### src/rtl/sensor_conditioner_pkg.sv
// Shared definitions for the vehicle loop-detector conditioner: channel state
// encoding, default timing constants and a presence decode helper.
package sensor_conditioner_pkg;

    localparam int DEF_SAMPLE_DIV   = 100_000;
    localparam int DEF_DEBOUNCE_CNT = 20;
    localparam int DEF_HOLD_CNT     = 2000;
    localparam int DEF_STUCK_CNT    = 120_000;

    typedef enum logic [2:0] {
        ST_IDLE     = 3'd0,
        ST_QUAL_ON  = 3'd1,
        ST_ON       = 3'd2,
        ST_QUAL_OFF = 3'd3,
        ST_HOLD     = 3'd4,
        ST_FAULT    = 3'd5
    } ch_state_e;

    // A vehicle is reported present from qualification until the hold expires.
    function automatic logic is_present(ch_state_e s);
        return (s == ST_ON) || (s == ST_QUAL_OFF) || (s == ST_HOLD);
    endfunction

endpackage

### src/rtl/sensor_conditioner_if.sv
// Signal bundle between the loop detectors, the conditioner and the light controller.
interface sensor_conditioner_if;
    import sensor_conditioner_pkg::*;

    // No valid/ready handshake: raw inputs and presence outputs are levels sampled
    // every cycle; *_arrive are single-cycle strobes, *_fault are sticky levels.
    logic      enable;
    logic      sa_raw;
    logic      sb_raw;
    logic      Sa;
    logic      Sb;
    logic      sa_arrive;
    logic      sb_arrive;
    logic      sa_fault;
    logic      sb_fault;
    ch_state_e sa_state;
    ch_state_e sb_state;

    modport master (
        output enable, sa_raw, sb_raw,
        input  Sa, Sb, sa_arrive, sb_arrive, sa_fault, sb_fault, sa_state, sb_state
    );

    modport slave (
        input  enable, sa_raw, sb_raw,
        output Sa, Sb, sa_arrive, sb_arrive, sa_fault, sb_fault, sa_state, sb_state
    );

endinterface

### src/rtl/sensor_conditioner_channel.sv
// One detector channel: 2-flop synchronizer, debounce/hold/stuck counters and the
// presence FSM. All counting happens only on sample ticks.
module sensor_channel
    import sensor_conditioner_pkg::*;
#(
    parameter int DEBOUNCE_CNT = DEF_DEBOUNCE_CNT,
    parameter int HOLD_CNT     = DEF_HOLD_CNT,
    parameter int STUCK_CNT    = DEF_STUCK_CNT
) (
    input  logic      clk,
    input  logic      reset,
    input  logic      enable,
    input  logic      tick,
    input  logic      raw_async,
    output logic      presence,
    output logic      arrive,
    output logic      fault,
    output ch_state_e state
);

    localparam int QUAL_MAX = (DEBOUNCE_CNT > HOLD_CNT) ? DEBOUNCE_CNT : HOLD_CNT;
    localparam int CNT_W    = $clog2(QUAL_MAX) + 1;
    localparam int STUCK_W  = $clog2(STUCK_CNT) + 1;

    localparam logic [CNT_W-1:0]   CNT_ONE   = CNT_W'(1);
    localparam logic [CNT_W-1:0]   DEB_LIM   = CNT_W'(DEBOUNCE_CNT);
    localparam logic [CNT_W-1:0]   HOLD_LIM  = CNT_W'(HOLD_CNT);
    localparam logic [STUCK_W-1:0] STUCK_ONE = STUCK_W'(1);
    localparam logic [STUCK_W-1:0] STUCK_LIM = STUCK_W'(STUCK_CNT);

    logic [1:0]         sync_q, sync_d;
    ch_state_e          state_q, state_d;
    logic [CNT_W-1:0]   cnt_q, cnt_d, cnt_inc;
    logic [STUCK_W-1:0] stuck_q, stuck_d, stuck_inc;
    logic               presence_q, presence_d;
    logic               arrive_q, arrive_d;
    logic               fault_q, fault_d;
    logic               raw;

    assign raw = sync_q[1];

    always_comb begin
        sync_d     = {sync_q[0], raw_async};
        state_d    = state_q;
        cnt_d      = cnt_q;
        stuck_d    = stuck_q;
        cnt_inc    = (&cnt_q)   ? cnt_q   : cnt_q + CNT_ONE;
        stuck_inc  = (&stuck_q) ? stuck_q : stuck_q + STUCK_ONE;

        if (!enable) begin
            state_d = ST_IDLE;
            cnt_d   = '0;
            stuck_d = '0;
        end else if (tick) begin
            // A raw change is always tested before a count completes, so a change
            // on the completing tick wins.
            unique case (state_q)
                ST_IDLE: begin
                    stuck_d = '0;
                    if (raw) begin
                        state_d = ST_QUAL_ON;
                        cnt_d   = CNT_ONE;
                    end
                end
                ST_QUAL_ON: begin
                    if (!raw) begin
                        state_d = ST_IDLE;
                        cnt_d   = '0;
                    end else if (cnt_inc >= DEB_LIM) begin
                        state_d = ST_ON;
                        cnt_d   = '0;
                        stuck_d = '0;
                    end else begin
                        cnt_d = cnt_inc;
                    end
                end
                ST_ON: begin
                    if (!raw) begin
                        state_d = ST_QUAL_OFF;
                        cnt_d   = CNT_ONE;
                    end else begin
                        stuck_d = stuck_inc;
                        if (stuck_inc >= STUCK_LIM) begin
                            state_d = ST_FAULT;
                        end
                    end
                end
                ST_QUAL_OFF: begin
                    if (raw) begin
                        state_d = ST_ON;
                        cnt_d   = '0;
                    end else if (cnt_inc >= DEB_LIM) begin
                        state_d = ST_HOLD;
                        cnt_d   = '0;
                    end else begin
                        cnt_d = cnt_inc;
                    end
                end
                ST_HOLD: begin
                    // Re-detection during the hold is a fresh vehicle for stuck purposes.
                    if (raw) begin
                        state_d = ST_ON;
                        cnt_d   = '0;
                        stuck_d = '0;
                    end else if (cnt_inc >= HOLD_LIM) begin
                        state_d = ST_IDLE;
                        cnt_d   = '0;
                    end else begin
                        cnt_d = cnt_inc;
                    end
                end
                ST_FAULT: begin
                    state_d = ST_FAULT;
                end
                default: begin
                    state_d = ST_IDLE;
                    cnt_d   = '0;
                    stuck_d = '0;
                end
            endcase
        end

        presence_d = is_present(state_d);
        arrive_d   = presence_d & ~presence_q;
        fault_d    = (state_d == ST_FAULT);
    end

    always_ff @(posedge clk or negedge reset) begin
        if (!reset) begin
            sync_q     <= '0;
            state_q    <= ST_IDLE;
            cnt_q      <= '0;
            stuck_q    <= '0;
            presence_q <= 1'b0;
            arrive_q   <= 1'b0;
            fault_q    <= 1'b0;
        end else begin
            sync_q     <= sync_d;
            state_q    <= state_d;
            cnt_q      <= cnt_d;
            stuck_q    <= stuck_d;
            presence_q <= presence_d;
            arrive_q   <= arrive_d;
            fault_q    <= fault_d;
        end
    end

    assign presence = presence_q;
    assign arrive   = arrive_q;
    assign fault    = fault_q;
    assign state    = state_q;

endmodule

### src/rtl/sensor_conditioner.sv
// Two-channel loop-detector conditioner: shared sample prescaler plus two
// independent sensor_channel instances feeding the light controller.
module sensor_conditioner
    import sensor_conditioner_pkg::*;
#(
    parameter int SAMPLE_DIV   = DEF_SAMPLE_DIV,
    parameter int DEBOUNCE_CNT = DEF_DEBOUNCE_CNT,
    parameter int HOLD_CNT     = DEF_HOLD_CNT,
    parameter int STUCK_CNT    = DEF_STUCK_CNT
) (
    input logic                 clk,
    input logic                 reset,
    sensor_conditioner_if.slave bus
);

    localparam int                 PRESC_W    = $clog2(SAMPLE_DIV) + 1;
    localparam logic [PRESC_W-1:0] PRESC_LAST = PRESC_W'(SAMPLE_DIV - 1);
    localparam logic [PRESC_W-1:0] PRESC_ONE  = PRESC_W'(1);

    logic [PRESC_W-1:0] presc_q, presc_d;
    logic               tick;
    logic               sa_pres, sb_pres, sa_arr, sb_arr, sa_flt, sb_flt;
    ch_state_e          sa_st, sb_st;

    // Disabling parks the prescaler at zero so re-enable starts a full sample period.
    always_comb begin
        presc_d = presc_q;
        tick    = 1'b0;
        if (!bus.enable) begin
            presc_d = '0;
        end else if (presc_q >= PRESC_LAST) begin
            presc_d = '0;
            tick    = 1'b1;
        end else begin
            presc_d = presc_q + PRESC_ONE;
        end
    end

    always_ff @(posedge clk or negedge reset) begin
        if (!reset) begin
            presc_q <= '0;
        end else begin
            presc_q <= presc_d;
        end
    end

    sensor_channel #(
        .DEBOUNCE_CNT (DEBOUNCE_CNT),
        .HOLD_CNT     (HOLD_CNT),
        .STUCK_CNT    (STUCK_CNT)
    ) u_chan_a (
        .clk       (clk),
        .reset     (reset),
        .enable    (bus.enable),
        .tick      (tick),
        .raw_async (bus.sa_raw),
        .presence  (sa_pres),
        .arrive    (sa_arr),
        .fault     (sa_flt),
        .state     (sa_st)
    );

    sensor_channel #(
        .DEBOUNCE_CNT (DEBOUNCE_CNT),
        .HOLD_CNT     (HOLD_CNT),
        .STUCK_CNT    (STUCK_CNT)
    ) u_chan_b (
        .clk       (clk),
        .reset     (reset),
        .enable    (bus.enable),
        .tick      (tick),
        .raw_async (bus.sb_raw),
        .presence  (sb_pres),
        .arrive    (sb_arr),
        .fault     (sb_flt),
        .state     (sb_st)
    );

    assign bus.Sa        = sa_pres;
    assign bus.Sb        = sb_pres;
    assign bus.sa_arrive = sa_arr;
    assign bus.sb_arrive = sb_arr;
    assign bus.sa_fault  = sa_flt;
    assign bus.sb_fault  = sb_flt;
    assign bus.sa_state  = sa_st;
    assign bus.sb_state  = sb_st;

endmodule
### src/flat_wrapper.sv
// flat-port wrapper written by rule: the top's interface ports become plain ports
module sensor_conditioner_flat import sensor_conditioner_pkg::*;
#(
    parameter int SAMPLE_DIV   = DEF_SAMPLE_DIV,
    parameter int DEBOUNCE_CNT = DEF_DEBOUNCE_CNT,
    parameter int HOLD_CNT     = DEF_HOLD_CNT,
    parameter int STUCK_CNT    = DEF_STUCK_CNT
)
  (clk, reset, bus_enable, bus_sa_raw, bus_sb_raw, bus_Sa, bus_Sb, bus_sa_arrive, bus_sb_arrive, bus_sa_fault, bus_sb_fault, bus_sa_state, bus_sb_state);
  sensor_conditioner_if bus_i ();
  input logic clk;
  input logic reset;
  input wire logic [$bits(bus_i.enable)-1:0] bus_enable;
  input wire logic [$bits(bus_i.sa_raw)-1:0] bus_sa_raw;
  input wire logic [$bits(bus_i.sb_raw)-1:0] bus_sb_raw;
  output wire logic [$bits(bus_i.Sa)-1:0] bus_Sa;
  output wire logic [$bits(bus_i.Sb)-1:0] bus_Sb;
  output wire logic [$bits(bus_i.sa_arrive)-1:0] bus_sa_arrive;
  output wire logic [$bits(bus_i.sb_arrive)-1:0] bus_sb_arrive;
  output wire logic [$bits(bus_i.sa_fault)-1:0] bus_sa_fault;
  output wire logic [$bits(bus_i.sb_fault)-1:0] bus_sb_fault;
  output wire logic [$bits(bus_i.sa_state)-1:0] bus_sa_state;
  output wire logic [$bits(bus_i.sb_state)-1:0] bus_sb_state;
  assign bus_i.enable = bus_enable;
  assign bus_i.sa_raw = bus_sa_raw;
  assign bus_i.sb_raw = bus_sb_raw;
  assign bus_Sa = bus_i.Sa;
  assign bus_Sb = bus_i.Sb;
  assign bus_sa_arrive = bus_i.sa_arrive;
  assign bus_sb_arrive = bus_i.sb_arrive;
  assign bus_sa_fault = bus_i.sa_fault;
  assign bus_sb_fault = bus_i.sb_fault;
  assign bus_sa_state = bus_i.sa_state;
  assign bus_sb_state = bus_i.sb_state;
  sensor_conditioner #(.SAMPLE_DIV(SAMPLE_DIV), .DEBOUNCE_CNT(DEBOUNCE_CNT), .HOLD_CNT(HOLD_CNT), .STUCK_CNT(STUCK_CNT)) u_core (.clk(clk), .reset(reset), .bus(bus_i));
endmodule
### config.mk
export PLATFORM = sky130hd
export DESIGN_NAME = sensor_conditioner_flat
export DESIGN_NICKNAME = d
export VERILOG_FILES = /design/src/rtl/sensor_conditioner_pkg.sv /design/src/rtl/sensor_conditioner_if.sv /design/src/rtl/sensor_conditioner_channel.sv /design/src/rtl/sensor_conditioner.sv /design/src/flat_wrapper.sv
export SDC_FILE = /design/constraint.sdc
export NUM_CORES = 1
export LEC_CHECK = 0
export BUFFER_PORTS_ARGS = -buffer_cell sky130_fd_sc_hd__buf_4
export CORE_MARGIN = 5
export CORE_UTILIZATION = 40
export CTS_BUF_LIST = sky130_fd_sc_hd__clkbuf_16
export DETAILED_ROUTE_END_ITERATION = 8
export PLACE_DENSITY = 0.61
export SLEW_MARGIN = 0
export SYNTH_ARGS = -nofsm -noshare
export SYNTH_HDL_FRONTEND = slang
export SYNTH_SLANG_ARGS = --single-unit
export TNS_END_PERCENT = 20
### constraint.sdc
create_clock -name clk -period 2.79 [get_ports clk]
set_clock_uncertainty 0.05 [all_clocks]
set_input_delay 0.1395 -clock clk [delete_from_list [all_inputs] [get_ports clk]]
set_output_delay 0.1395 -clock clk [all_outputs]
set_load 0.02 [all_outputs]
==> Word-level counts from Yosys, hierarchy flattened <==
Index checks and enable logic that the tools add are counted.
{ "word_totals": {"latch_bits": 0, "out_inout_bits": 12, "wordCells": 148, "in_bits": 5, "ram_bits": 0, "romBits": 0, "memories": 0, "regBits": 94} }
{ "op_classes": {"n_reduce_logical": 16, "n_shift": 0, "multipliers": 0, "n_eq_ne": 35, "magnitude_cmp": 7, "n_div": 0, "add_sub_neg": 5, "bitwise": 4, "n_mux": 66} }
{ "op_table": {"columns": ["op", "count"], "rows": [
  ["$mux 18", 16],
  ["$mux 12", 20],
  ["$pmux 12 s6", 2],
  ["$pmux 18 s4", 2],
  ["$mux 3", 22],
  ["$add 18x1->18 const B", 3],
  ["$ge 18x17->1 const B", 3],
  ["$ne 3x3->1 const B", 12],
  ["$pmux 3 s6", 2],
  ["$reduce_and 18->1", 2],
  ["$add 12x1->12 const B", 2],
  ["$eq 3x2->1 const B", 8],
  ["$eq 3x3->1 const B", 8],
  ["$ge 12x11->1 const B", 2],
  ["$ge 12x5->1 const B", 2],
  ["$reduce_and 12->1", 2],
  ["$reduce_and 6->1", 2],
  ["$ne 2x2->1 const B", 4],
  ["$reduce_and 4->1", 2],
  ["$eq 3x1->1 const B", 2],
  ["$logic_not 3->1", 2],
  ["$logic_or 1x1->1", 4],
  ["$reduce_or 2->1", 2],
  ["$and 1x1->1", 2],
  ["other kinds (3)", 5]
]} }

==> Logic depth before layout (Yosys ltp) <==
{ "logic_depth": {"word_depth": 12, "mapped_depth": 12, "depth_no_buf": 10} }

==> Cells and area by module <==
Synthesis repeated with hierarchy kept, for this count alone.
{ "unflattened": {"cells_unflattened": 843, "hier_area_um2": 6877.8} }
{ "by_module_without_submodules": {"columns": ["module", "n_inst", "seq_area_each_um2", "area_per_inst_um2", "cells_per_inst"], "rows": [
  ["sensor_channel", 2, 950.9, 2976.6, 375],
  ["sensor_conditioner", 1, 450.4, 924.6, 93]
]} }

==> Worst setup path after synthesis <==
OpenSTA, ideal clock, no wires.
{ "synth_path": {"path_kind": "flip-flop to flip-flop", "startpoint": "register u_core.u_chan_b.cnt_q[0]", "endpoint": "register u_core.u_chan_b.arrive_q, in the netlist u_core.u_chan_b.arrive", "path_stages_with_launch": 11, "synth_period_minus_slack_ns": 2.830, "path_slack_ns": -0.040, "required_ns": 2.612, "n_path_buf": 0, "setup_ns": 0.128, "t_arrival_ns": 2.652, "path_cell_list": "dfrtp_1 > ha_1 > nand2_1 > nor4_1 > mux2i_1 > nand4_1 > o31a_1 > or4_1 > nand3_2 > or2_4 > a21oi_2"} }
{ "synth_between": {"elab_chain_len": 12, "elab_cells_between_ends": 20, "cone_classes": "add/sub: 1; order compare: 2; eq/ne: 3; mux: 10; bitwise: 1; reduce/logical: 3"} }
{ "synth_lines": {"columns": ["item", "line_no", "source"], "rows": [
  ["start, declared", "sensor_conditioner_channel.sv:33", "logic [CNT_W-1:0] cnt_q, cnt_d, cnt_inc;"],
  ["start signal, assigned", "sensor_conditioner_channel.sv:140", "cnt_q <= cnt_d;"],
  ["$add 12x1->12 / $reduce_and 12->1 (equally long branches)", "sensor_conditioner_channel.sv:47", "cnt_inc = (&cnt_q) ? cnt_q : cnt_q + CNT_ONE;"],
  ["$mux 12 (*)", "sensor_conditioner_channel.sv:47", null],
  ["$ge 12x11->1 / $ge 12x5->1 (equally long branches)", "sensor_conditioner_channel.sv:105, sensor_conditioner_channel.sv:69, sensor_conditioner_channel.sv:92", null],
  ["$mux 3, on equally long branches", "sensor_conditioner_channel.sv:105, sensor_conditioner_channel.sv:69, sensor_conditioner_channel.sv:92", null],
  ["$mux 3, on equally long branches", "sensor_conditioner_channel.sv:101, sensor_conditioner_channel.sv:66, sensor_conditioner_channel.sv:89", null],
  ["$pmux 3 s6 (*)", "sensor_conditioner_channel.sv:57", "unique case (state_q)"],
  ["$mux 3 (*)", "sensor_conditioner_channel.sv:54", "end else if (tick) begin"],
  ["$mux 3 (*)", "sensor_conditioner_channel.sv:50", "if (!enable) begin"],
  ["$eq 3x2->1", "sensor_conditioner_pkg.sv:21", "return (s == ST_ON) || (s == ST_QUAL_OFF) || (s == ST_HOLD);"],
  ["$logic_or 1x1->1", "sensor_conditioner_pkg.sv:21", null],
  ["$logic_or 1x1->1 (*)", "sensor_conditioner_pkg.sv:21", null],
  ["$and 1x1->1 (*)", "sensor_conditioner_channel.sv:124", "arrive_d = presence_d & ~presence_q;"],
  ["net u_core.u_chan_b.arrive_d", "sensor_conditioner_channel.sv:36", "logic arrive_q, arrive_d;"],
  ["end signal, assigned", "sensor_conditioner_channel.sv:143", "arrive_q <= arrive_d;"],
  ["end, declared", "sensor_conditioner_channel.sv:36", null]
]} }
The timed path passes the listed nets; every way through them passes the cells marked *.
A chain may end at the register's enable or synchronous reset.

==> Worst setup path in the final report <==
{ "layout_path": {"startpoint": "register u_core.u_chan_b.cnt_q[1]", "endpoint": "register u_core.u_chan_b.presence_q, in the netlist u_core.u_chan_b.presence"} }
{ "layout_between": {"elab_chain_len": 11, "elab_cells_between_ends": 19, "cone_classes": "add/sub: 1; order compare: 2; eq/ne: 3; mux: 10; reduce/logical: 3"} }
{ "layout_lines": {"columns": ["item", "line_no", "source"], "rows": [
  ["$add 12x1->12 / $reduce_and 12->1 (equally long branches)", "sensor_conditioner_channel.sv:47", null],
  ["$mux 12 (*)", "sensor_conditioner_channel.sv:47", null],
  ["$ge 12x11->1 / $ge 12x5->1 (equally long branches)", "sensor_conditioner_channel.sv:105, sensor_conditioner_channel.sv:69, sensor_conditioner_channel.sv:92", null],
  ["$mux 3, on equally long branches", "sensor_conditioner_channel.sv:105, sensor_conditioner_channel.sv:69, sensor_conditioner_channel.sv:92", null],
  ["$mux 3, on equally long branches", "sensor_conditioner_channel.sv:101, sensor_conditioner_channel.sv:66, sensor_conditioner_channel.sv:89", null],
  ["$pmux 3 s6 (*)", "sensor_conditioner_channel.sv:57", null],
  ["$mux 3 (*)", "sensor_conditioner_channel.sv:54", null],
  ["$mux 3 (*)", "sensor_conditioner_channel.sv:50", null],
  ["$eq 3x2->1", "sensor_conditioner_pkg.sv:21", null],
  ["$logic_or 1x1->1", "sensor_conditioner_pkg.sv:21", null],
  ["$logic_or 1x1->1 (*)", "sensor_conditioner_pkg.sv:21", null],
  ["net u_core.u_chan_b.presence_d", "sensor_conditioner_channel.sv:35", "logic presence_q, presence_d;"],
  ["end signal, assigned", "sensor_conditioner_channel.sv:142", "presence_q <= presence_d;"],
  ["end, declared", "sensor_conditioner_channel.sv:35", null]
]} }
Marked as above.

==> impl_metrics.py <==
metrics = {
    "drt": {
        "ant_nets": 0,
        "drc_errors": 0,
        "postRouteWirelength_mm": 17.9,
        "drt_iter0_markers": 375,
        "vias_per_cell": 5.78,
        "drtPass1Iterations": 5,
        "vias": 6543,
        "wl_per_cell_um": 15.8,
    },
    "pwr": {
        "sequentialPowerShare_pct": 50.2,
        "p_leak_uw": 0.00359,
        "combPwrFrac_pct": 9.1,
        "switchingPower_uw": 719,
        "p_per_area_mw_per_mm2": 332,
        "internal-power_uw": 2070,
        "p_clk_share_pct": 40.7,
        "power_uw": 2790,
        "switching_share_pct": 25.8,
        "vdd_drop_max_v": 0.000307,
    },
    "place": {
        "gp_congestion": 0.907,
        "port_buffers": 16,
        "place_area_mm2": 0.00764,
        "place_worst_setup_slack_ns": -0.0924,
        "dp_hpwl_mm": 12.4,
    },
    "critical_path": {
        "cp-start-kind": "register",
        "rrSetupSlack_ns": 0.04,
        "path_max_fanout": 5,
        "r2r_end": "u_core.u_chan_b.presence",
        "critical_path_buf_inv_count": 1,
        "worstSetupEndpointType": "register",
        "r2r_cells": 11,
        "rr_startpoint": "u_core.u_chan_b.cnt_q[1]",
        "cp_top_family": "simple AND/OR/NAND/NOR gates",
        "critPathSlowestCell": "or4_4",
        "critical_path.max_stage_delay_ns": 0.44,
        "crit_arrival_ns": 2.95,
        "worstPathCellList": "ha_2 > buf_6 > o31ai_4 > a31oi_1 > nor4_2 > nand4_1 > o31a_1 > or4_4 > nand3_4 > or2_4 > nand2_1",
        "cp.required_ns": 2.98,
        "crit_type": "register to register",
    },
    "timing": {
        "final_hold_viol_count": 0,
        "finalWorstSetupSlack_ns": 0.0352,
        "fin_crit_ns": 2.75,
        "max_freq_ghz": 0.363,
        "fin_crit_sh_pct": 98.7,
        "finalSetupViolations": 0,
        "setup_tns_ns": 0,
        "slew_violations": 0,
        "rsz0062_at_grt": "true",
        "maxSlewHeadroom_pct": 37.9,
        "worst_pin_slew_ns": 0.932,
    },
    "floorplanning": {
        "floorplan.initialDensity_pct": 40.3,
        "row_count": 47,
        "die_h_um": 138,
        "ios": 17,
        "dieArea_mm2": 0.0191,
        "dieWidth_um": 138,
        "coreArea_mm2": 0.0163,
    },
    "global_routing": {
        "grt_max_degree": 75,
        "grt_usage_pct": 18.3,
        "antenna_found_initial": 0,
        "grt-ovfl-total": 0,
        "grt_first_pass_wirelength_mm": 29.7,
        "use_met2_pct": 29.0,
        "first_global_vias": 6090,
        "use_met3_pct": 4.25,
        "grt_use_met1_pct": 24.9,
        "globalRoute.busiestLayer": "met2",
    },
    "yosys": {
        "yosys_warnings": 0,
        "ys_types": 79,
        "synth-edff-count": 0,
        "synth_seq_cells": 94,
        "synthTopCellsByArea": "dfrtp_1 (36%), nand2_1 (4.7%), o21ai_0 (4.1%)",
        "ys_async_sr_fraction_pct": 100,
        "syn_nets": 817,
        "avgSynthCellArea_um2": 8.17,
        "synth_area_leader_cell": "dfrtp_1",
        "synthFlopType": "dfrtp_1",
        "syn-instance-count": 807,
        "netlist.area_leader.share_pct": 35.7,
        "syn_area_mm2": 0.00659,
        "yosysSeqAreaShare_pct": 35.7,
    },
    "layout": {
        "diodes": 0,
        "layout.nets": 917,
        "num-fill-cells": 1588,
        "finalInstanceArea_mm2": 0.00840,
        "drive_above_1_share_pct": 27.6,
        "syn_to_final_growth_pct": 27.4,
    },
    "clock_network": {
        "cts_tree": "built",
        "clkTransAtPathRegs_ns": 0.07,
        "cts-buffers-inserted": 9,
        "clk_path_buf_depth": 2,
        "ctsRootBufferMaster": "clkbuf_16",
        "cts_sinks": 94,
        "insertion_delay_ns": 0.35,
        "htreeDepth": 3,
    },
    "hold_path": {
        "hold_class": "primary input to register",
        "hold_start": "bus_enable",
        "hold_depth": 3,
        "hold_end": "u_core.u_chan_a.stuck_q[11]",
    },
    "run_status": {
        "run_status": "complete, no violations",
    },
    "run": {
        "cap_violations": 0,
    },
}
area by class of cell:
type	instances	area [um^2]	share of cell area, %
sequential	94	2360	28.2
tap	220	275	3.28
multi-input combinational	631	4300	51.1
inverter	27	101	1.21
clock inverter	7	40.0	0.477
clock buffer	9	225	2.68
timing repair buffer	144	1100	13.1
placed cells by master, fill, tap and decap left out, types with 5 or more instances in the layout:
master	synthesis	routed
nand3_1	52	48
xor2_1	11	11
buf_4	1	139
mux2i_1	7	7
nand4_1	23	23
dfrtp_2	0	10
nand2b_1	12	11
and3_2	4	5
nand2_1	82	81
a31oi_1	25	23
nor3_1	29	25
nor4_1	16	9
nand3_4	1	5
inv_1	27	28
o31ai_1	13	12
clkbuf_16	0	9
nor2_1	67	63
and3_1	20	18
o211ai_1	8	8
xnor2_1	13	12
o21ai_1	2	11
and4_1	10	8
and2_1	7	7
a21o_1	6	5
dfrtp_1	94	84
o21ai_0	54	45
a211oi_1	11	6
or3_1	12	12
a211oi_2	0	5
a21oi_1	36	36
synth_stat cells (6+ instances only):
library cell	count
a211oi_1	11
a21o_1	6
a21oi_1	36
a31oi_1	25
and2_1	7
and3_1	20
and4_1	10
buf_2	16
clkbuf_1	28
dfrtp_1	94
inv_1	27
mux2i_1	7
nand2_1	82
nand2b_1	12
nand3_1	52
nand4_1	23
nand4_2	6
nor2_1	67
nor3_1	29
nor4_1	16
o211ai_1	8
o21ai_0	54
o31ai_1	13
or3_1	12
xnor2_1	13
xor2_1	11
per-layer routing:
metal | wire [um] | part of all wire, % | vias to the layer above
met5 | 0 | 0 | -
met4 | 229 | 1.3 | 0
met3 | 628 | 3.5 | 27
met2 | 8480 | 47 | 133
met1 | 8550 | 48 | 3159
li1 | - | - | 3224
worst max-delay path by stage:
stage	start	to	slack, ns	cells past startpoint
2_1_floorplan	u_core.u_chan_a.stuck_q[0]	u_core.u_chan_a.arrive	-0.001	11
3_3_place_gp	u_core.u_chan_b.cnt_q[0]	u_core.u_chan_b.arrive	-0.07	10
3_5_place_dp	u_core.u_chan_b.cnt_q[0]	u_core.u_chan_b.arrive	-0.09	10
4_1_cts	u_core.u_chan_b.cnt_q[4]	u_core.u_chan_b.arrive	0.005	10
5_1_grt	u_core.u_chan_b.cnt_q[1]	u_core.u_chan_b.presence	-0.13	11
6_report	u_core.u_chan_b.cnt_q[1]	u_core.u_chan_b.presence	0.04	11
stage by stage:
step           util, %  cells  hold slack (ns)
3_5_place_dp      46.7   1110            0.200
4_1_cts           49.3   1131           0.0334
3_3_place_gp      46.7   1110            0.199
2_1_floorplan        -    807           -0.206
5_1_grt           51.4   1132           0.0528
6_report          51.4   1132           0.0537
tightest hold or removal path, stage by stage:
cell and delay, ns:
buf_4 0.16, nand2_1 0.06, o21ai_0 0.06
state kept, by name, indices dropped and copies added, names as in the netlist:
register                  cells
u_core.u_chan_b.stuck_q      18
u_core.u_chan_b.state         3
u_core.u_chan_a.cnt_q        12
u_core.u_chan_b.fault         1
u_core.u_chan_a.arrive        1
u_core.u_chan_b.presence      1
u_core.presc_q               18
u_core.u_chan_a.state         3
u_core.u_chan_a.fault         1
u_core.u_chan_a.presence      1
u_core.u_chan_a.sync_q        2
u_core.u_chan_b.cnt_q        12
u_core.u_chan_b.sync_q        2
u_core.u_chan_b.arrive        1
u_core.u_chan_a.stuck_q      18
logic make-up (layout without fill, tap and decap cells):
logic type,after synthesis,count (layout),synth area share (%)
AOI/OAI and AO/OA,222,222,22.9
xor gates and xnor gates,24,24,3.19
adders and majority gates,5,5,0.949
buffers and inverters,82,187,5.64
DFF,94,94,35.7
muxes,9,9,1.46
other,1,1,0.0569
and+or+nand+nor,370,370,30.1
power by group through the flow:
stage	logic (uW)	clock network (uW)	registers, uW
after floorplan	125	0	1420
after global placement	236	0	1430
after detailed placement	238	0	1430
after CTS	243	1180	1400
after global routing	285	1250	1400
final	254	1140	1400
timing repair:
action	4_1_cts	5_1_grt
endpoints found under the hold margin	74	0
pin swaps	11	16
setup endpoints to repair	15	60
setup buffers	2	1
hold buffers	3	0
gates resized for setup	20	71
(Power assumes the default switching activity.)
